<file path="config.mk">
export PLATFORM = sky130hd
export DESIGN_NAME = fetch_decode_seq
export DESIGN_NICKNAME = d
export VERILOG_FILES = /design/src/rtl/fetch_decode_seq.sv
export SDC_FILE = /design/constraint.sdc
export NUM_CORES = 1
export LEC_CHECK = 0
export CORE_ASPECT_RATIO = 1.5
export CORE_MARGIN = 8
export CORE_UTILIZATION = 46
export CTS_CLUSTER_DIAMETER = 80
export DETAILED_ROUTE_END_ITERATION = 6
export PLACE_DENSITY = 0.87
export SLEW_MARGIN = 40
export SYNTH_ARGS = -nofsm -noshare
export SYNTH_HDL_FRONTEND = slang
export SYNTH_SLANG_ARGS = --single-unit
</file>
<file path="constraint.sdc">
create_clock -name clk -period 1.7 [get_ports clk]
set_clock_uncertainty 0.05 [all_clocks]
set_input_delay 0.34 -clock clk [delete_from_list [all_inputs] [get_ports clk]]
set_output_delay 0.34 -clock clk [all_outputs]
set_load 0.02 [all_outputs]
</file>
<file path="src/rtl/fetch_decode_seq.sv">
// fetch_decode_seq: fetch/decode sequencer for the lab CPU datapath.
//
// Owns the program counter, accepts instruction words over a valid/ready
// handshake, splits each word into opcode/rm/rn and sequences HALT/resume and
// JUMP (with a one-cycle FLUSH bubble after a taken jump).
//
// Optional feature macro: FDSEQ_JZ_EN
//   defined   -> opcode 4 is JZ (taken when zero_flag = 1 at accept)
//   undefined -> opcode 4 is ordinary, zero_flag is ignored
//
// Ports:
//   clk         in   clock, rising edge
//   rst         in   asynchronous active-high reset
//   resume      in   level; a rising edge releases HALT
//   zero_flag   in   execute-stage zero flag (JZ only)
//   instr_valid in   instr holds the word fetched from pc
//   instr       in   instruction word [IW]
//   instr_ready out  high only in RUN (combinational)
//   pc          out  address of the next instruction to fetch [AW]
//   dec_valid   out  one-cycle pulse, decoded fields valid
//   opcode      out  registered opcode field [OPW]
//   rm          out  registered first register field [REGW]
//   rn          out  registered second register field [REGW]
//   halted      out  high while in HALT
//   jump_en     out  one-cycle pulse when a jump is taken
//   jump_addr   out  registered target of the taken jump [AW]
//
// Parameter constraints: IW == OPW + 2*REGW, AW <= IW - OPW.

module fetch_decode_seq #(
    parameter int unsigned IW   = 16,
    parameter int unsigned OPW  = 4,
    parameter int unsigned REGW = 6,
    parameter int unsigned AW   = 12
) (
    input  logic            clk,
    input  logic            rst,
    input  logic            resume,
    input  logic            zero_flag,
    input  logic            instr_valid,
    input  logic [IW-1:0]   instr,
    output logic            instr_ready,
    output logic [AW-1:0]   pc,
    output logic            dec_valid,
    output logic [OPW-1:0]  opcode,
    output logic [REGW-1:0] rm,
    output logic [REGW-1:0] rn,
    output logic            halted,
    output logic            jump_en,
    output logic [AW-1:0]   jump_addr
);

    typedef enum logic [1:0] {StRun, StFlush, StHalt} state_e;

    state_e          state_q, state_d;
    logic [AW-1:0]   pc_q, pc_d;
    logic            resume_q;
    logic            release_q, release_d;
    logic            dec_valid_q;
    logic            jump_en_q;
    logic [OPW-1:0]  opcode_q;
    logic [REGW-1:0] rm_q, rn_q;
    logic [AW-1:0]   jump_addr_q;

    logic            accept;
    logic            is_halt;
    logic            take_jump;
    logic [OPW-1:0]  op_field;
    logic [AW-1:0]   jump_target;

    assign instr_ready = (state_q == StRun);
    assign halted      = (state_q == StHalt);
    assign accept      = instr_valid & instr_ready;

    assign op_field    = instr[IW-1 -: OPW];
    assign jump_target = instr[AW-1:0];
    assign is_halt     = (op_field == OPW'(0));

`ifdef FDSEQ_JZ_EN
    assign take_jump = (op_field == OPW'(3)) | ((op_field == OPW'(4)) & zero_flag);
`else
    assign take_jump = (op_field == OPW'(3));
    logic unused_zero_flag;
    assign unused_zero_flag = zero_flag;
`endif

    // The edge is only registered while halted, so an edge coinciding with the
    // HALT accept (state still RUN) is dropped. The exit happens one edge after
    // detection.
    assign release_d = (state_q == StHalt) & resume & ~resume_q;

    always_comb begin
        state_d = state_q;
        pc_d    = pc_q;
        unique case (state_q)
            StRun: begin
                if (accept) begin
                    if (take_jump) begin
                        state_d = StFlush;
                        pc_d    = jump_target;
                    end else begin
                        pc_d = pc_q + AW'(1);
                        if (is_halt) begin
                            state_d = StHalt;
                        end
                    end
                end
            end
            StFlush: state_d = StRun;
            StHalt: begin
                if (release_q) begin
                    state_d = StRun;
                end
            end
            default: state_d = StRun;
        endcase
    end

    always_ff @(posedge clk or posedge rst) begin
        if (rst) begin
            state_q     <= StRun;
            pc_q        <= '0;
            resume_q    <= 1'b0;
            release_q   <= 1'b0;
            dec_valid_q <= 1'b0;
            jump_en_q   <= 1'b0;
            opcode_q    <= '0;
            rm_q        <= '0;
            rn_q        <= '0;
            jump_addr_q <= '0;
        end else begin
            state_q     <= state_d;
            pc_q        <= pc_d;
            resume_q    <= resume;
            release_q   <= release_d;
            dec_valid_q <= accept;
            jump_en_q   <= accept & take_jump;
            if (accept) begin
                opcode_q <= op_field;
                rm_q     <= instr[IW-OPW-1 -: REGW];
                rn_q     <= instr[REGW-1:0];
            end
            if (accept && take_jump) begin
                jump_addr_q <= jump_target;
            end
        end
    end

    assign pc        = pc_q;
    assign dec_valid = dec_valid_q;
    assign jump_en   = jump_en_q;
    assign opcode    = opcode_q;
    assign rm        = rm_q;
    assign rn        = rn_q;
    assign jump_addr = jump_addr_q;

endmodule

</file>
==> impl_metrics.ini, run 1 <==
[outcome]
status = finished, final reports clean

[clock_network]
clock-root-buffer = clkbuf_8
cts_setup_buffers = 0
clkTransAtPathRegs_ps = 80
clk_path_buf_depth = 2
cts_tree = built
clock_latency_ps = 300
clock-sinks = 46
cts_made_buffers = 5
h-tree-depth = 2

[synthesis]
synth_seq_cells = 46
avgSynthCellArea_um2 = 10.4
yosys-top-cells-count = nand2_1 (59), dfrtp_1 (46), a21oi_1 (13), nand3_1 (10), mux2_4 (9)
async_flop_share_pct = 100
synth_top_area_cell = dfrtp_1
synth_area_mm2 = 0.00205
synth_most_common_cell = nand2_1
yosysTopAreaCellShare_pct = 56.2
synthFlopType = dfrtp_1
synth.distinct_cells = 35
yosysSeqAreaShare_pct = 56.2
synth_area_leaders = dfrtp_1 (56%), nand2_1 (11%), mux2_4 (6.6%)
syn_inst = 197
ys_warn_count = 0
synth_edf_count = 0
synth_nets = 219

[place]
place_congestion = 0.775
dp_slack_ps = -266
io_buffer_count = 63
dpl.hpwl_um = 3950

[routing]
drc_errors = 0
vias_per_cell = 5.51
drt_pass1_iterations = 4
wl_um = 5350
drtIter0Drc = 59
post_drt_wl_per_cell_um = 16.8
ant_nets = 0
vias = 1758

[floorplanning]
fp.dieArea_mm2 = 0.00689
die_x_um = 70.5
core_mm2 = 0.00425
start_util_pct = 48.2
num_io_pins = 65
rows = 29
die_y_um = 97.7

[global_route]
grtUsageTotal_pct = 15.8
grt_pass1_vias = 1853
grt_max_degree = 47
antenna_found_initial = 0
overflow = 0
grt_pass1_wl_um = 9030

[pwr]
power_frac_seq_pct = 38.8
internal_power_w = 0.00275
p_sw_share_pct = 39.2
power.leakage_nw = 1.58
comb_power_share_pct = 46.4
ir_worst_vdd_mv = 1.02
netSwitchingPower_w = 0.00177
p_clk_share_pct = 14.8
powerDensity_mw_per_mm2 = 1540

[timing]
final-setup-viol-count = 0
min_period_ps = 1660
setup_slack_ps = 35.3
fmax_ghz = 0.601
report.final.slew_viol_count = 0
period_share_pct = 97.9
hold_viol_final = 0
slew-limit-headroom_pct = 81.8
worst-slew-pin-transition_ps = 270
rsz0062_at_grt = false
setup_tns_ps = 0

[cells_and_area]
multiInputGateArea_um2 = 821
seqCellArea_mm2 = 0.00115
insertedDiodeCount = 0
final_layout_size_suffix_gt1_share_pct = 15.8
area_growth_pct = 42.8
fill_cells = 328
final_nets = 294

[setup_path]
slowest_delay_ps = 610
start_kind = flop
critPathKind = reg -> out
endpoint_kind = output pin
crit_slowest_cell = clkdlybuf4s50_1
worst_ep_required_time_ps = 1310
crit_arrival_ps = 1270
cpLargestDelayFamily = buffers and inverters
path_cells = clkdlybuf4s50_1
worstPathMaxFanout = 2
path_buf_inv = 1

[hold_path]
hp-class = in -> async

[flow_run]
max-cap-violations = 0
-- path summary, 6_finish.rpt --
| path | from | to | slack, ps | cells after the start |
|---|---|---|---|---|
| worst max register to register | pc[0] | pc[10] | 240 | 4 |
| worst min-delay path | rst | pc[10] | 350 | 3 |
| worst min register to register | rm[1] | rm[1] | 430 | 2 |
| min in group clk | rm[1] | rm[1] | 430 | 2 |
| worst max-delay path | jump_addr[7] | jump_addr[7] | 40 | 1 |
| max in group asynchronous | rst | jump_addr[8] | 1020 | 3 |
-- cell usage in the layout, fill, tap and decap left out, types with 2 or more instances in the layout --
cell             count
mux2_4               9
nand2_1             59
dlygate4sd2_1       12
nand3_1             10
o21ai_0              5
a2bb2oi_1            4
clkdlybuf4s50_1     34
dlymetal6s2s_1      16
clkbuf_8             6
mux2_2               4
and3_1               3
a221o_1              2
dfrtp_1             46
nand4_1              3
nor2_1               3
buf_4               15
o22ai_1              5
inv_1                2
a21oi_1             13
-- layout make-up --
| class | count | area share, % |
|---|---|---|
| repair buffers | 79 | 26.8 |
| well taps | 46 | 1.97 |
| flip-flops and latches | 46 | 39.4 |
| multi-input cells | 136 | 28.1 |
| clock inverters | 1 | 0.171 |
| clock buffers | 7 | 2.95 |
| inverters | 4 | 0.685 |
-- state kept, by name (all words and copies together), names as in the netlist, 2 cells and up --
| name | count |
|---|---|
| jump_addr | 12 |
| state_q | 2 |
| rn | 6 |
| pc | 12 |
| opcode | 4 |
| rm | 6 |
-- per-layer routing --
| metal | GRT usage, % | part of all wire [%] | wire [µm] |
|---|---|---|---|
| met3 | 4.19 | 6.5 | 350 |
| met2 | 26.5 | 52 | 2770 |
| met5 | 0 | 0 | 0 |
| met4 | 6.83 | 2.1 | 111 |
| met1 | 18.3 | 39 | 2110 |
-- power groups by stage --
| stage | sequential [W] | clock, W | combinational (W) |
|---|---|---|---|
| CTS | 0.00176 | 0.000695 | 0.00215 |
| global placement | 0.00175 | 0 | 0.00219 |
| finish | 0.00175 | 0.000669 | 0.00210 |
| detailed placement | 0.00177 | 0 | 0.00224 |
| floorplan | 0.00216 | 0 | 0.000746 |
| global route | 0.00181 | 0.000734 | 0.00226 |
-- per-stage QoR --
step	power [W]	utilization [%]	hold slack (ps)	instance area, µm²	instances
5_1_grt	0.00481	68.9	379	2920	319
6_report	0.00452	68.9	350	2920	319
4_1_cts	0.00460	68.0	350	2890	319
3_3_place_gp	0.00395	66.3	407	2810	311
3_5_place_dp	0.00401	66.3	420	2810	311
2_1_floorplan	0.00291	-	321	2050	197
-- cells by family after synthesis --
family	Yosys count	synth area share (%)
muxes	14	9.29
buffers and inverters	15	3.73
DFF	46	56.2
AOI/OAI and AO/OA	32	9.71
adders and majority gates	1	0.611
and+or+nand+nor	89	20.5
-- timing repair --
item / CTS / global route
gates resized for setup: 13 / 18
setup endpoints to repair: 13 / 17
pin swaps: 0 / 0
hold buffers: 0 / 0
Power figures use the tool's default switching activity.
==> run 2, diff against run 1 <==
--- a/config.mk
+++ b/config.mk
@@ -11,6 +11,7 @@
 export CTS_CLUSTER_DIAMETER = 80
 export DETAILED_ROUTE_END_ITERATION = 6
 export PLACE_DENSITY = 0.87
+export SKIP_LAST_GASP = 1
 export SLEW_MARGIN = 40
 export SYNTH_ARGS = -nofsm -noshare
 export SYNTH_HDL_FRONTEND = slang
==> results of run 2 <==
The final DEF is identical to that of run 1; final timing and power are the same.
